`src/rtl/johnson_run_ctrl.sv`:
```
// Run/step controller for a 6-state Johnson counter with prescaled advance and wrap counting.
// Define JOHNSON_SEVEN_SEG_EN to build the seven-segment index decoder; otherwise Seven_Seg is blanked.
module johnson_run_ctrl #(
  parameter int DIV_W = 8,
  parameter int WC_W  = 8
) (
  input  logic             inClk,
  input  logic             rst,
  input  logic             start,
  input  logic             stop,
  input  logic             step,
  input  logic             dir,
  input  logic [DIV_W-1:0] div,
  output logic [2:0]       cntr,
  output logic [7:0]       Seven_Seg,
  output logic             busy,
  output logic             wrap,
  output logic [WC_W-1:0]  wrap_cnt
);

  typedef enum logic [1:0] {
    S_IDLE = 2'd0,
    S_STEP = 2'd1,
    S_RUN  = 2'd2
  } state_t;

  state_t            state_q, state_d;
  logic [DIV_W-1:0]  presc_q, presc_d;
  logic [2:0]        cntr_q, cntr_d;
  logic [2:0]        adv_val_s;
  logic              adv_s;
  logic              wrap_d;
  logic              busy_q;
  logic              wrap_q;
  logic [WC_W-1:0]   wrap_cnt_q;

  // Illegal codes 010/101 collapse to 000 on the next advance.
  function automatic logic [2:0] johnson_next(input logic [2:0] c, input logic rev);
    if ((c == 3'b010) || (c == 3'b101)) begin
      return 3'b000;
    end else if (rev) begin
      return {~c[0], c[2:1]};
    end else begin
      return {c[1:0], ~c[2]};
    end
  endfunction

  function automatic logic is_legal(input logic [2:0] c);
    return (c != 3'b010) && (c != 3'b101);
  endfunction

`ifdef JOHNSON_SEVEN_SEG_EN
  logic [7:0] seg_q;

  function automatic logic [7:0] seg_decode(input logic [2:0] c);
    case (c)
      3'b000:  return 8'hC0;
      3'b001:  return 8'hF9;
      3'b011:  return 8'hA4;
      3'b111:  return 8'hB0;
      3'b110:  return 8'h99;
      3'b100:  return 8'h92;
      default: return 8'hFF;
    endcase
  endfunction
`endif

  // Command FSM next state, prescaler and advance decision.
  always_comb begin
    state_d   = state_q;
    presc_d   = presc_q;
    adv_s     = 1'b0;
    case (state_q)
      S_IDLE: begin
        if (start) begin
          state_d = S_RUN;
          presc_d = {DIV_W{1'b0}};
        end else if (step) begin
          state_d = S_STEP;
        end else begin
          state_d = S_IDLE;
        end
      end
      S_STEP: begin
        adv_s   = 1'b1;
        state_d = S_IDLE;
      end
      S_RUN: begin
        if (stop) begin
          state_d = S_IDLE;
          presc_d = {DIV_W{1'b0}};
        end else if (presc_q >= div) begin
          adv_s   = 1'b1;
          presc_d = {DIV_W{1'b0}};
        end else begin
          presc_d = presc_q + DIV_W'(1);
        end
      end
      default: begin
        state_d = S_IDLE;
        presc_d = {DIV_W{1'b0}};
      end
    endcase
    adv_val_s = johnson_next(cntr_q, dir);
    if (adv_s) begin
      cntr_d = adv_val_s;
      wrap_d = is_legal(cntr_q) && (adv_val_s == 3'b000);
    end else begin
      cntr_d = cntr_q;
      wrap_d = 1'b0;
    end
  end

  // State and all registered outputs; busy/seg are taken from next-state values to stay aligned.
  always_ff @(posedge inClk) begin
    if (!rst) begin
      state_q    <= S_IDLE;
      presc_q    <= {DIV_W{1'b0}};
      cntr_q     <= 3'b000;
      busy_q     <= 1'b0;
      wrap_q     <= 1'b0;
      wrap_cnt_q <= {WC_W{1'b0}};
`ifdef JOHNSON_SEVEN_SEG_EN
      seg_q      <= 8'hC0;
`endif
    end else begin
      state_q    <= state_d;
      presc_q    <= presc_d;
      cntr_q     <= cntr_d;
      busy_q     <= (state_d == S_RUN);
      wrap_q     <= wrap_d;
      wrap_cnt_q <= wrap_d ? (wrap_cnt_q + WC_W'(1)) : wrap_cnt_q;
`ifdef JOHNSON_SEVEN_SEG_EN
      seg_q      <= seg_decode(cntr_d);
`endif
    end
  end

  assign cntr     = cntr_q;
  assign busy     = busy_q;
  assign wrap     = wrap_q;
  assign wrap_cnt = wrap_cnt_q;
`ifdef JOHNSON_SEVEN_SEG_EN
  assign Seven_Seg = seg_q;
`else
  assign Seven_Seg = 8'hFF;
`endif

endmodule

```
`config.mk`:
```
export PLATFORM = sky130hd
export DESIGN_NAME = johnson_run_ctrl
export DESIGN_NICKNAME = d
export VERILOG_FILES = /design/src/rtl/johnson_run_ctrl.sv
export SDC_FILE = /design/constraint.sdc
export NUM_CORES = 1
export LEC_CHECK = 0
export ABC_AREA = 1
export CELL_PAD_IN_SITES_DETAIL_PLACEMENT = 0
export CELL_PAD_IN_SITES_GLOBAL_PLACEMENT = 1
export CORE_MARGIN = 2
export CORE_UTILIZATION = 36
export CTS_BUF_LIST = sky130_fd_sc_hd__clkbuf_16
export CTS_CLUSTER_DIAMETER = 80
export DETAILED_ROUTE_END_ITERATION = 6
export DONT_BUFFER_PORTS = 1
export HOLD_SLACK_MARGIN = 0.08
export PLACE_DENSITY = 0.73
export SETUP_SLACK_MARGIN = 0.5
export SKIP_LAST_GASP = 1
export SYNTH_ARGS = -nofsm -noshare
export SYNTH_HDL_FRONTEND = slang
export SYNTH_SLANG_ARGS = --single-unit
export TNS_END_PERCENT = 1
```
`constraint.sdc`:
```
create_clock -name inClk -period 2.4 [get_ports inClk]
set_clock_uncertainty 0.1 [all_clocks]
set_input_delay 0.6 -clock inClk [delete_from_list [all_inputs] [get_ports inClk]]
set_output_delay 0.6 -clock inClk [all_outputs]
set_load 0.02 [all_outputs]
```
## Word level (Yosys, flattened, before mapping)

Cells that the tools add are included.
Widths: inputs -> output; s select.

| storage, ports and cells | value |
|---|---|
| input port bits | 14 |
| word-level logic and storage cells | 40 |
| output and inout port bits | 21 |
| register bits after elaboration | 23 |

| cells by class | value |
|---|---|
| add/subtract/negate cells | 2 |
| equal/unequal tests | 8 |
| bitwise operators | 3 |
| reductions and logical operators | 6 |
| $lt $le $gt $ge | 1 |
| mux-type cells | 14 |

Operators by type and width:

| operator | count |
|---|---|
| $mux 8 | 3 |
| $pmux 8 s3 | 1 |
| $add 8x1->8 const B | 2 |
| $ge 8x8->1 | 1 |
| $mux 3 | 2 |
| $eq 2x2->1 const B | 2 |
| $mux 1 | 4 |
| $mux 2 | 2 |
| $pmux 2 s2 | 1 |
| $eq 3x2->1 const B | 1 |
| $eq 3x3->1 const B | 1 |
| $logic_not 3->1 | 1 |
| $ne 3x2->1 const B | 1 |
| $ne 3x3->1 const B | 1 |
| $not 1->1 | 3 |
| $eq 2x1->1 const B | 1 |
| $logic_and 1x1->1 | 2 |
| $logic_not 2->1 | 1 |
| $ne 2x2->1 const B | 1 |
| $pmux 1 s2 | 1 |
| $reduce_and 2->1 | 1 |
| $logic_or 1x1->1 | 1 |

## Depth between registers and ports, before layout

| depth | value |
|---|---|
| word-level depth | 6 |
| mapped depth | 15 |
| mapped depth without buffers | 15 |

## Worst setup path after synthesis

No wires, ideal clock.

| timing | value |
|---|---|
| path kind | in2reg |
| from | in div[3] |
| to | reg wrap_cnt_q[3], in the netlist wrap_cnt[3] |
| slack | 0.483 ns |
| stages on the path | 14 |
| data required time | 2.190 ns |
| setup time | 0.110 ns |
| path buffers | 1 |
| arrival | 1.707 ns |
| path through | inv_1 > ha_1 > nand2_1 > nor2_1 > nor2_1 > nand2_1 > nand2_1 > nand2_1 > nand2_1 > nand2_4 > buf_6 > nand4_1 > nand2_1 > nor2_1 |

| on the way | value |
|---|---|
| longest elaborated chain between the ends | 5 |

Ends and longest elaborated chain:

| what | line | source |
|---|---|---|
| from (decl) | 13 | `input logic [DIV_W-1:0] div,` |
| $ge 8x8->1 | 92 | `end else if (presc_q >= div) begin` |
| $mux 1 | 92 |  |
| $mux 1 | 89 | `if (stop) begin` |
| $pmux 1 s2 | 73 | `case (state_q)` |
| $mux 1 | 105 | `if (adv_s) begin` |
| to (signal assigned) | 122 | `wrap_cnt_q <= {WC_W{1'b0}};` |
| to (signal assigned) | 132 | `wrap_cnt_q <= wrap_d ? (wrap_cnt_q + WC_W'(1)) : wrap_cnt_q;` |
| to (decl) | 35 | `logic [WC_W-1:0] wrap_cnt_q;` |

No other way between the ends.
A chain may end at the register's enable or synchronous reset.

## Worst setup path in the final report

| timing | value |
|---|---|
| from | reg state_q[1] |
| to | reg presc_q[7] |

| on the way | value |
|---|---|
| longest elaborated chain between the ends | 3 |
| elaborated cells on any way between the ends | 7 |
| classes of those cells | eq/ne (3); mux (1); bitwise (1); reduce/logical (2) |

Ends and longest elaborated chain:

| what | line | source |
|---|---|---|
| from (decl) | 27 | `state_t state_q, state_d;` |
| from (signal assigned) | 127 | `state_q <= state_d;` |
| $logic_not 2->1 or $eq 2x1->1 (tied branches) | 73 |  |
| $ne 2x2->1 (no source line) or $not 1->1 (tied branches) | -- |  |
| $reduce_and 2->1 (no source line) | -- |  |
| to (signal assigned) | 118 | `presc_q <= {DIV_W{1'b0}};` |
| to (signal assigned) | 128 | `presc_q <= presc_d;` |
| to (decl) | 28 | `logic [DIV_W-1:0] presc_q, presc_d;` |

Several ways; a longest one is shown, not always the timed one.

==> flow_metrics.tcl <==
set metrics [dict create \
    cts_tree "built" \
    required_ns 2.44 \
    vias 1291 \
    antenna_found_initial 0 \
    drt_iter0_drc 55 \
    rsz0062_at_grt "yes" \
    synthArstFlopShare 0 \
    cts_buffer_depth 2 \
    start_kind "register" \
    io_buffers 0 \
    synth-edff-count 0 \
    synth.area.mux_share 0 \
    synth_common_cells "47 x inv_1, 46 x nand2_1, 32 x nor2_1" \
    powerDensity_mw_per_mm2 495 \
    grt_pass1_wl_mm 5.11 \
    top_layer "met4" \
    status "complete, no violations" \
    crit_fanout 6 \
    max-cap-violations 0 \
    fin_ws_ns 0.634 \
    row_count 23 \
    synth_ff_type "dfxtp_1" \
    synth-adder-area-share 0.105 \
    synth_area_sq_mm 0.00155 \
    synthXorXnorAreaFrac 0.0169 \
    die-area_sq_mm 0.00486 \
    grt_max_degree 20 \
    synth_top_area_frac 0.296 \
    detailed_place_hpwl_mm 2.17 \
    n_antenna_cell 0 \
    synth-seq-area-share 0.296 \
    synthSimpleGateAreaFrac 0.352 \
    finalPower_uw 860 \
    gp_congestion 0.718 \
    grt_pass1_vias 1206 \
    wl_per_cell_um 10.2 \
    ios 35 \
    synthTopCellsByArea "dfxtp_1 30%, inv_1 11%, nand2_1 11%" \
    tns_ns 0 \
    reg2reg_slack_ns 0.63 \
    vias_per_cell 4.55 \
    ys_ff_latch 23 \
    route.met2.wl_mm 1.20 \
    fin_crit_ns 1.77 \
    dieWidth_um 69.7 \
    drc 0 \
    cts_sinks 23 \
    power_leakage_nw 0.810 \
    m1WireLength_mm 1.50 \
    first_pass_iters 4 \
    grt_remaining_overflow 0 \
    fin_nets 262 \
    clkTransAtPathRegs_ns 0.06 \
    drt.antenna.violating_nets 0 \
    h-tree-depth 1 \
    drive_above_1_share 0.145 \
    maxSlewHeadroom 0.587 \
    drt-total-wl_mm 2.90 \
    start_util 0.380 \
    yosysMostFrequentCell "inv_1" \
    core_sq_mm 0.00409 \
    synth.largest_area_cell "dfxtp_1" \
    syn_avg_cell_area_sq_um 6.70 \
    clock.fmax_ghz 0.566 \
    synth_compound_area_frac 0.0564 \
    grtUsageTotal 0.123 \
    arrival_ns 1.81 \
    die_y_um 69.7 \
    clk_latency_ns 0.26 \
    vdd.ir_drop.worst_uv 254 \
    ys_warn_count 0 \
    numCtsBuffers 3 \
    endpoint_kind "register" \
    synth_top_family_by_area "simple AND/OR/NAND/NOR gates" \
    area_delta_synth_final_pct 11.7 \
    final-setup-viol-count 0 \
    met3WireLength_um 183 \
    cts.root.buffer_cell "clkbuf_16" \
    hold_violations 0 \
    finalCritPeriodShare 0.736 \
    tightest_slew_ns 0.619 \
    syn_inst 232 \
    pre_cts_slack_ns 0.315 \
    slew_viol_final 0 \
    path_class "register to register" \
    hold_path_class "primary input to register" \
    ys_types 27 \
]
-- worst paths after layout --
kind | endpoint | start | depth (start not counted)
worst max-delay path | presc_q[7] | state_q[1] | 9
worst min-delay path | wrap_cnt[7] | rst | 2
worst max register to register | presc_q[7] | state_q[1] | 9
worst min register to register | presc_q[0] | presc_q[0] | 2
-- metal layers --
layer,up-vias,GRT usage
met5,-,0
met4,0,0.0321
met3,2,0.0349
met2,26,0.197
met1,554,0.164
li1,709,-
-- critical path, cell delays in order (launching register included) --
cell and delay, ns:
dfxtp_1 0.33, inv_1 0.07, ha_1 0.18, inv_2 0.17
nand2_1 0.19, nor2_2 0.16, and3_1 0.19, nand2_1 0.06
xor2_1 0.15, nor2_1 0.05
-- where the power goes --
part	total (mW)	leakage, nW	switching (mW)	internal [mW]
combinational	0.103	0.581	0.0713	0.0315
sequential	0.396	0.187	0.00791	0.388
clock	0.361	0.0423	0.138	0.222
-- repair_timing --
item / in CTS / in global routing
cloned: 0 / 2
endpoints found under the setup margin: 4 / 20
buffers inserted: 0 / 1
pin swaps: 0 / 3
gates resized for setup: 1 / 12
hold buffers: 0 / 0
-- cell families (layout without fill, tap and decap cells) --
kind of cell,Yosys count,after routing
AND/OR/NAND/NOR,117,119
buffers and inverters,60,53
flip-flops,23,23
AO/OA/AOI/OAI,15,15
adder cells (fa/ha/maj),13,13
XOR/XNOR,3,3
other,1,8
-- cells in the final DEF (no fill, tap or decap), types with 4 or more instances in the layout --
cell type,netlist,routed
conb_1,1,8
inv_1,47,44
nand4_1,8,8
a21oi_1,8,6
nand2_1,46,41
nand2_4,2,4
nor2_2,3,4
inv_2,0,4
nor3_1,10,10
nand2_2,0,4
nand3_1,11,10
nor2_1,32,31
dfxtp_1,23,21
ha_1,13,11
-- sequential cells by signal, summed over array words and instances, names as in the netlist --
| name | flops |
|---|---|
| state_q | 2 |
| wrap_cnt | 8 |
| wrap | 1 |
| presc_q | 8 |
| busy | 1 |
| cntr | 3 |
-- layout make-up --
type,count,area [sq um]
Clock inverter,1,3.75
Fill cell,453,2350
Tap cell,50,62.6
Clock buffer,3,75.1
Inverter,48,181
Sequential cell,23,463
Multi-Input combinational cell,158,942
Timing Repair Buffer,1,7.51
-- per-stage QoR --
stage | instances | cell area, sq um | util | hold WS (ns)
floorplan | 239 | 1610 | - | 0.371
global placement | 277 | 1590 | 0.389 | 0.415
detailed placement | 277 | 1590 | 0.389 | 0.398
CTS | 281 | 1680 | 0.410 | 0.362
global route | 284 | 1740 | 0.425 | 0.365
finish | 284 | 1740 | 0.425 | 0.362
(Power assumes the default switching activity.)
